--- src/rtl/if_queue_pkg.sv ---
// Shared widths for the instruction-fetch queue slice.
// Stands in for the codebase-wide PC/word width defines.
package if_queue_pkg;

    localparam int PC_WIDTH   = 32;
    localparam int WORD_WIDTH = 32;

endpackage

--- src/rtl/if_queue_if.sv ---
// Fetch-side request/response and decode-side valid/ready bundle.
// master = PC generator, memory and decode; slave = the queue.
interface if_queue_if #(
    parameter int PC_W   = 32,
    parameter int INSN_W = 32,
    parameter int CNT_W  = 3
);
    logic              req_valid;
    logic [PC_W-1:0]   req_pc;
    logic              req_ready;
    logic [INSN_W-1:0] mem_insn;
    logic              out_valid;
    logic [PC_W-1:0]   out_pc;
    logic [INSN_W-1:0] out_insn;
    logic              out_ready;
    logic [CNT_W-1:0]  count;

    modport master (
        output req_valid, req_pc, mem_insn, out_ready,
        input  req_ready, out_valid, out_pc, out_insn, count
    );

    modport slave (
        input  req_valid, req_pc, mem_insn, out_ready,
        output req_ready, out_valid, out_pc, out_insn, count
    );
endinterface

--- src/rtl/if_queue_ram.sv ---
// DEPTH-entry register array, one write port, combinational read.
// Contents are deliberately left unreset.
module if_queue_ram #(
    parameter int DEPTH = 4,
    parameter int W     = 64,
    parameter int AW    = $clog2(DEPTH)
) (
    input  logic          clk,
    input  logic          we,
    input  logic [AW-1:0] waddr,
    input  logic [W-1:0]  wdata,
    input  logic [AW-1:0] raddr,
    output logic [W-1:0]  rdata
);
    logic [W-1:0] mem [DEPTH];

    always_ff @(posedge clk) begin
        if (we) begin
            mem[waddr] <= wdata;
        end
    end

    assign rdata = mem[raddr];
endmodule

--- src/rtl/if_queue.sv ---
// Fetch queue of {pc, insn}: 1-cycle bypass when empty, else head 2 cycles after accept.
// req_ready reserves a slot for the in-flight read; decode backpressure via out_ready.
module if_queue
    import if_queue_pkg::*;
#(
    parameter int PC_W   = PC_WIDTH,
    parameter int INSN_W = WORD_WIDTH,
    parameter int DEPTH  = 4,
    parameter int BYPASS = 1,
    parameter int CNT_W  = $clog2(DEPTH + 1)
) (
    input  logic      clk,
    input  logic      rst_n,
    input  logic      cpu_en,
    input  logic      flush,
    if_queue_if.slave bus
);
    localparam int AW = $clog2(DEPTH);
    localparam int EW = PC_W + INSN_W;

    logic [AW-1:0]    wr_ptr;
    logic [AW-1:0]    rd_ptr;
    logic [CNT_W-1:0] cnt_r;
    logic             inflight_r;
    logic [PC_W-1:0]  inflight_pc_r;
    logic [EW-1:0]    head_dat;

    logic empty;
    logic byp_ok;
    logic accept;
    logic deq;
    logic byp_take;
    logic pop;
    logic enq;

    assign empty  = (cnt_r == '0);
    assign byp_ok = (BYPASS != 0) && empty && inflight_r && !flush;

    // Occupancy only, never out_ready: a same-cycle dequeue does not reopen the request side.
    assign bus.req_ready = cpu_en && !flush &&
        (({1'b0, cnt_r} + (CNT_W+1)'(inflight_r)) < (CNT_W+1)'(DEPTH));
    assign accept = bus.req_valid && bus.req_ready;

    assign bus.out_valid = cpu_en && !flush && (!empty || byp_ok);
    assign deq           = bus.out_valid && bus.out_ready && cpu_en;
    assign byp_take      = deq && empty;
    assign pop           = deq && !empty;
    assign enq           = inflight_r && !flush && !byp_take;

    always_comb begin
        bus.out_pc   = '0;
        bus.out_insn = '0;
        if (bus.out_valid) begin
            if (empty) begin
                bus.out_pc   = inflight_pc_r;
                bus.out_insn = bus.mem_insn;
            end else begin
                {bus.out_pc, bus.out_insn} = head_dat;
            end
        end
    end

    assign bus.count = cnt_r;

    always_ff @(posedge clk) begin
        if (!rst_n) begin
            wr_ptr        <= '0;
            rd_ptr        <= '0;
            cnt_r         <= '0;
            inflight_r    <= 1'b0;
            inflight_pc_r <= '0;
        end else if (flush) begin
            wr_ptr     <= '0;
            rd_ptr     <= '0;
            cnt_r      <= '0;
            inflight_r <= 1'b0;
        end else begin
            inflight_r <= accept;
            if (accept) begin
                inflight_pc_r <= bus.req_pc;
            end
            wr_ptr <= wr_ptr + AW'(enq);
            rd_ptr <= rd_ptr + AW'(pop);
            cnt_r  <= cnt_r + CNT_W'(enq) - CNT_W'(pop);
        end
    end

    if_queue_ram #(
        .DEPTH (DEPTH),
        .W     (EW),
        .AW    (AW)
    ) u_ram (
        .clk   (clk),
        .we    (enq && rst_n),
        .waddr (wr_ptr),
        .wdata ({inflight_pc_r, bus.mem_insn}),
        .raddr (rd_ptr),
        .rdata (head_dat)
    );
endmodule

--- src/flat_wrapper.sv ---
// flat-port wrapper written by rule: the top's interface ports become plain ports
module if_queue_flat import if_queue_pkg::*;
#(
    parameter int PC_W   = PC_WIDTH,
    parameter int INSN_W = WORD_WIDTH,
    parameter int DEPTH  = 4,
    parameter int BYPASS = 1,
    parameter int CNT_W  = $clog2(DEPTH + 1)
)
  (clk, rst_n, cpu_en, flush, bus_req_valid, bus_req_pc, bus_mem_insn, bus_out_ready, bus_req_ready, bus_out_valid, bus_out_pc, bus_out_insn, bus_count);
  if_queue_if #(.PC_W(PC_W), .INSN_W(INSN_W), .CNT_W(CNT_W)) bus_i ();
  input  logic clk;
  input  logic rst_n;
  input  logic cpu_en;
  input  logic flush;
  input wire logic [$bits(bus_i.req_valid)-1:0] bus_req_valid;
  input wire logic [$bits(bus_i.req_pc)-1:0] bus_req_pc;
  input wire logic [$bits(bus_i.mem_insn)-1:0] bus_mem_insn;
  input wire logic [$bits(bus_i.out_ready)-1:0] bus_out_ready;
  output wire logic [$bits(bus_i.req_ready)-1:0] bus_req_ready;
  output wire logic [$bits(bus_i.out_valid)-1:0] bus_out_valid;
  output wire logic [$bits(bus_i.out_pc)-1:0] bus_out_pc;
  output wire logic [$bits(bus_i.out_insn)-1:0] bus_out_insn;
  output wire logic [$bits(bus_i.count)-1:0] bus_count;
  assign bus_i.req_valid = bus_req_valid;
  assign bus_i.req_pc = bus_req_pc;
  assign bus_i.mem_insn = bus_mem_insn;
  assign bus_i.out_ready = bus_out_ready;
  assign bus_req_ready = bus_i.req_ready;
  assign bus_out_valid = bus_i.out_valid;
  assign bus_out_pc = bus_i.out_pc;
  assign bus_out_insn = bus_i.out_insn;
  assign bus_count = bus_i.count;
  if_queue #(.PC_W(PC_W), .INSN_W(INSN_W), .DEPTH(DEPTH), .BYPASS(BYPASS), .CNT_W(CNT_W)) u_core (.clk(clk), .rst_n(rst_n), .cpu_en(cpu_en), .flush(flush), .bus(bus_i));
endmodule
--- config.mk ---
export PLATFORM = sky130hd
export DESIGN_NAME = if_queue_flat
export DESIGN_NICKNAME = d
export VERILOG_FILES = /design/src/rtl/if_queue_pkg.sv /design/src/rtl/if_queue_if.sv /design/src/rtl/if_queue_ram.sv /design/src/rtl/if_queue.sv /design/src/flat_wrapper.sv
export SDC_FILE = /design/constraint.sdc
export NUM_CORES = 1
export LEC_CHECK = 0
export ABC_AREA = 1
export CAP_MARGIN = 40
export CORE_MARGIN = 10
export CORE_UTILIZATION = 47
export DETAILED_ROUTE_END_ITERATION = 6
export PLACE_DENSITY_LB_ADDON = 0.3
export SYNTH_ARGS = -nofsm -noshare
export SYNTH_HDL_FRONTEND = slang
export SYNTH_SLANG_ARGS = --single-unit
--- constraint.sdc ---
create_clock -name clk -period 5.7 [get_ports clk]
set_clock_uncertainty 0.15 [all_clocks]
set_input_delay 1.14 -clock clk [delete_from_list [all_inputs] [get_ports clk]]
set_output_delay 1.14 -clock clk [all_outputs]
set_load 0.01 [all_outputs]
Yosys cells after proc, flatten, opt, wreduce, memory -nomap -nowiden:

Memory sizes are Yosys's and may differ from the RTL's. A register that Yosys moved wholly into a read port is not among the register bits.
Cells that the tools add are included.

* memories kept: 1
* flip-flop bits (word level): 40
* logic and storage cells: 41
* input bits: 70
* bits in writable memories: 256
* output and inout bits: 69

* magnitude comparators: 1
* multiplexer cells: 7
* add/sub/neg operators: 5
* reduce and logical (&&, ||, !) cells: 20
* bitwise gates (word level): 2

Memory list
* u_core.u_ram.mem: words 4, width 64, read ports 1, clocked after memory_dff 1, wr ports 1, line if_queue_ram.sv:15 `logic [W-1:0] mem [DEPTH];`

Operators by type and width (number)
* 32-bit two-way mux: 4
* 1-bit logical AND: 13
* 2-bit by 1-bit adder with 2-bit output: 2
* 3-bit by 1-bit adder with 4-bit output: 1
* 4-bit by 3-bit < comparator with 1-bit output, second input constant: 1
* 3-bit by 1-bit adder with 3-bit output: 1
* 1-bit logical NOT: 3
* 3-bit logical NOT: 1
* 3-bit by 1-bit subtractor with 3-bit output: 1
* 1-bit two-way mux: 2
* 2-bit two-way mux: 1
* 1-bit NOT: 2
* 2-bit AND reduction: 1
* 2-bit OR reduction: 1
* 1-bit logical OR: 1

Depth between registers and ports, before layout:

* depth after elaboration: 13
* depth in mapped cells: 12
* gate-level depth less buffers: 11

By module:

Synthesis repeated with hierarchy kept, for this count alone.

* cells, all modules: 1488
* area, all modules: 13430.4 µm²

By module, submodules not included
* if_queue_ram: sequential area each 7687.4 µm², area each 10761.6 µm², instances 1, cells each 1010
* if_queue: sequential area each 800.8 µm², area each 2668.8 µm², instances 1, cells each 478

Least setup slack after synthesis:

Ideal clock, no wire load.

* path type: input to register
* start point: input port rst_n
* end point: memory u_core.u_ram.mem[0][0], enable pin
* stages on the path: 3
* data arrival time: 4.240 ns
* library setup time: 0.487 ns
* slack: 0.823 ns
* buffers on the path: 1
* required time: 5.063 ns
* path through: clkbuf_1 nand4_1 nor2_1

* word-level cells in the longest chain between the ends: 3

Ends and longest elaborated chain
* start, declared: line flat_wrapper.sv:13 `input logic rst_n;`
* 1-bit logical AND: line if_queue.sv:94 `.we (enq && rst_n),`
* 1-bit two-way mux: line if_queue_ram.sv:18 `if (we) begin`
* 1-bit two-way mux (implied by the code): line if_queue_ram.sv:19 `mem[waddr] <= wdata;`
* end, declared: line if_queue_ram.sv:15

Every way passes these cells.

Final worst setup path:

* start point: input port cpu_en
* end point: output port bus_out_insn[9]

* word-level cells in the longest chain between the ends: 3

Ends and longest elaborated chain
* start, declared: line flat_wrapper.sv:14 `input logic cpu_en;`
* 1-bit logical AND (2 in a row): line if_queue.sv:44 `assign bus.out_valid = cpu_en && !flush && (!empty || byp_ok);`
* 32-bit two-way mux: line if_queue.sv:53 `if (bus.out_valid) begin`
* end, declared: line flat_wrapper.sv:23 `output wire logic [$bits(bus_i.out_insn)-1:0] bus_out_insn;`

Every way passes these cells.

==> results.ini <==
[clock_tree]
clock_latency_ns = 0.54
cts.repair.resized = 0
cts-root-buf = clkbuf_16
htree_num_levels = 1
numCtsBuffers = 30
number_of_sinks_driven_by_the_clock_tree = 296
cts.repair_timing.setup_buffer_count = 0
cts_buffer_depth = 3
clock_tree_from_tritoncts = done
clk_transition_reported_paths_ns = 0.06
cts_hold_buf = 0

[yosys]
syn-num-nets = 1241
synthesis.yosys.warnings = 0
syn_avg_cell_area_um2 = 10.5
synth_enable_flop_cells = 256
yosysUniqueCellTypes = 23
proportion_of_synthesized_flip_flops_having_asynchronous_set_or_reset_pct = 0
synth.ff_latch_count = 296
seq_area_frac_synth_pct = 69.3
synthFlopType = edfxtp_1
syn-cell-area_um2 = 12200
netlist_instances = 1167

[grt]
groute.usage.overall_pct = 16.8
grt_antenna_before_repair = 0
grt_first_pass_wirelength_mm = 45.3
via_count_of_the_first_global_routing_pass = 8347
global_route.overflow_total = 0
pin_count_of_the_biggest_net_entering_global_routing = 74

[final_layout]
multi_input_gate_area_um2 = 3250
diodes = 0
areaGrowthSynthToFinish_pct = 21.7
layout.filler_cells = 2148
register_area_um2 = 8490
post_route_cells_drive_above_1_share_pct = 5.81
layout.cells.non_filler = 1642
nets = 1357

[timing]
worst_slack_ns = 0.868
final.period_utilization_pct = 84.8
max_slew.worst_pin.slew_ns = 0.850
timing.max_slew.rel_slack_pct = 43.3
timing.fmax_mhz = 207
final_slew_violations = 0
setup_repair_after_global_routing_missed_its_margin = false
tns_ns = 0
setup_viol_count_final = 0
finalWorstPathRequiredPeriod_ns = 4.83
hold_viol_final = 0

[placement]
detailedPlace.worstSlack_ns = 0.866
dp.final_hpwl_mm = 16.1
gp_congestion = 0.780
io_buffer_count = 138
post-place-cells = 1586

[floorplan]
die_x_extent_um = 181
start_util_pct = 47.4
die_area_um2 = 32900
io_pins = 139
die_span_y_um = 181
rows = 59
fp.coreArea_um2 = 25800

[route]
avgRoutedWirePerCell_um = 17.6
viasPerCell = 5.18
remaining_drcs = 0
drt_pre_antenna_iters = 5
ant_nets = 0
vias = 8513
count_of_routing_violations_after_the_opening_detailed_route_iteration = 689
wl_mm = 28.9

[power_and_ir_drop]
vdd_ir_drop_max_mv = 0.222
switching_power_uw = 847
power.density_cell_area_nw_per_um2 = 298
cellLeakagePower_uw = 0.00548
power_frac_comb_pct = 2.6
swShare_pct = 19.0
internal_power_uw = 3600
power.share.clock_pct = 43.9
flop_pwr_share_pct = 53.5

[worst_hold_path]
hold_class = flip-flop to flip-flop

[critical_path]
timing.critical_path.from_type = input port
cp_data_required_time_ns = 4.41
worst_ep_arrival_time_ns = 3.54
critical_path_class = input port to primary output
critPathMaxFanout = 28
critical_path.endpoint_type = primary output

[outcome]
status = finished, final reports clean

[flow_run]
cap_viol_max_count = 0

[final timing paths]
kind / from / end / slack (ns) / cells after the start
min reg2reg: u_core.inflight_pc_r[29] / u_core.u_ram.mem[3][61] / 0.37 / 0
min: u_core.inflight_pc_r[29] / u_core.u_ram.mem[3][61] / 0.37 / 0
max reg2reg: u_core.bus.count[1] / u_core.u_ram.mem[1][50] / 2.24 / 8
max: cpu_en / bus_out_insn[9] / 0.87 / 9
[area by class of cell]
cell class              count  share of cell area (%)
clock buffers              42                    5.75
clock inverters            14                   0.958
inverters                  48                    1.23
multi-input cells         749                    21.8
flip-flops and latches    296                    57.0
well taps                 335                    2.81
repair buffers            158                    10.4
[sequential cells by signal (all words and copies together), names as in the netlist]
| register | flops |
|---|---|
| u_core.rd_ptr | 2 |
| u_core.u_ram.mem | 256 |
| u_core.wr_ptr | 2 |
| u_core.inflight_pc_r | 32 |
| u_core.inflight_r | 1 |
| u_core.bus.count | 3 |
[Yosys cell counts, types with 2 or more instances]
library cell	instances	share of area [%]
nand4_1	4	0.20
buf_6	2	0.18
ha_1	3	0.31
inv_1	47	1.4
nand2_1	75	2.3
edfxtp_1	256	63
buf_2	45	1.8
dfxtp_1	40	6.5
nor2_1	397	12
nand3_1	4	0.16
xnor2_1	2	0.14
buf_4	2	0.12
o21ai_1	8	0.33
clkbuf_1	25	0.77
o21ai_0	185	7.6
a21oi_1	65	2.7
[cell usage in the layout (no fill, tap or decap)]
| master | netlist | routed |
|---|---|---|
| nor3b_1 | 1 | 1 |
| clkinv_2 | 0 | 5 |
| o21ai_1 | 8 | 8 |
| edfxtp_1 | 256 | 256 |
| nor2_4 | 0 | 4 |
| o21ai_0 | 185 | 185 |
| clkinv_1 | 0 | 5 |
| xor2_1 | 1 | 1 |
| bufinv_16 | 0 | 3 |
| nand3_1 | 4 | 4 |
| nand2_2 | 1 | 1 |
| buf_4 | 2 | 19 |
| a21oi_1 | 65 | 65 |
| buf_16 | 0 | 1 |
| nor2_1 | 397 | 393 |
| clkinv_4 | 0 | 1 |
| inv_1 | 47 | 44 |
| inv_2 | 1 | 3 |
| ha_1 | 3 | 3 |
| dfxtp_2 | 0 | 1 |
| clkbuf_1 | 25 | 7 |
| dfxtp_4 | 0 | 1 |
| clkbuf_8 | 0 | 4 |
| nor2_2 | 1 | 1 |
| xnor2_1 | 2 | 2 |
| dfxtp_1 | 40 | 38 |
| inv_4 | 0 | 1 |
| fa_1 | 1 | 1 |
| nand4_1 | 4 | 4 |
| nand2_1 | 75 | 75 |
| clkdlybuf4s50_1 | 0 | 138 |
| clkbuf_16 | 0 | 31 |
| and3_1 | 1 | 1 |
[critical path: stages]
cell             delay [ns]
clkdlybuf4s50_1        0.46
inv_1                  0.04
nor2_2                 0.20
o21ai_1                0.13
inv_2                  0.34
buf_4                  0.35
o21ai_0                0.14
nor2_1                 0.16
clkdlybuf4s50_1        0.56
[through the flow]
step | hold slack [ns] | power [uW] | instance area (um^2) | util (%)
finish | 0.367 | 4450 | 14900 | 57.6
global route | 0.386 | 4570 | 14900 | 57.6
CTS | 0.369 | 4470 | 14900 | 57.6
detailed placement | 0.352 | 2540 | 13900 | 53.8
global placement | 0.348 | 2540 | 13900 | 53.7
floorplan | 0.327 | 2460 | 12200 | -
[layer usage]
layer  vias up  part of all wire [%]  global-route usage, %
li1       4187                     -                      -
met1      4013                    44                   21.9
met2       273                    48                   28.5
met3        40                   6.3                   2.90
met4         0                   1.7                   4.39
met5         -                     0                      0
[power groups by stage]
stage          clock network [uW]  logic (uW)  registers [uW]
2_1_floorplan                   0        39.2            2420
3_3_place_gp                    0         111            2420
3_5_place_dp                    0         114            2430
4_1_cts                      1980         115            2380
5_1_grt                      2060         126            2380
6_report                     1950         114            2380
[kinds of logic after synthesis]
| logic type | Yosys count | share of synthesized area (%) |
|---|---|---|
| DFF | 296 | 69.3 |
| buffers and inverters | 122 | 4.38 |
| and+or+nand+nor | 484 | 15.1 |
| xor gates and xnor gates | 3 | 0.215 |
| adders and majority gates | 4 | 0.470 |
| AOI/OAI and AO/OA | 258 | 10.5 |
No activity file was read; power rests on OpenSTA's default activity.
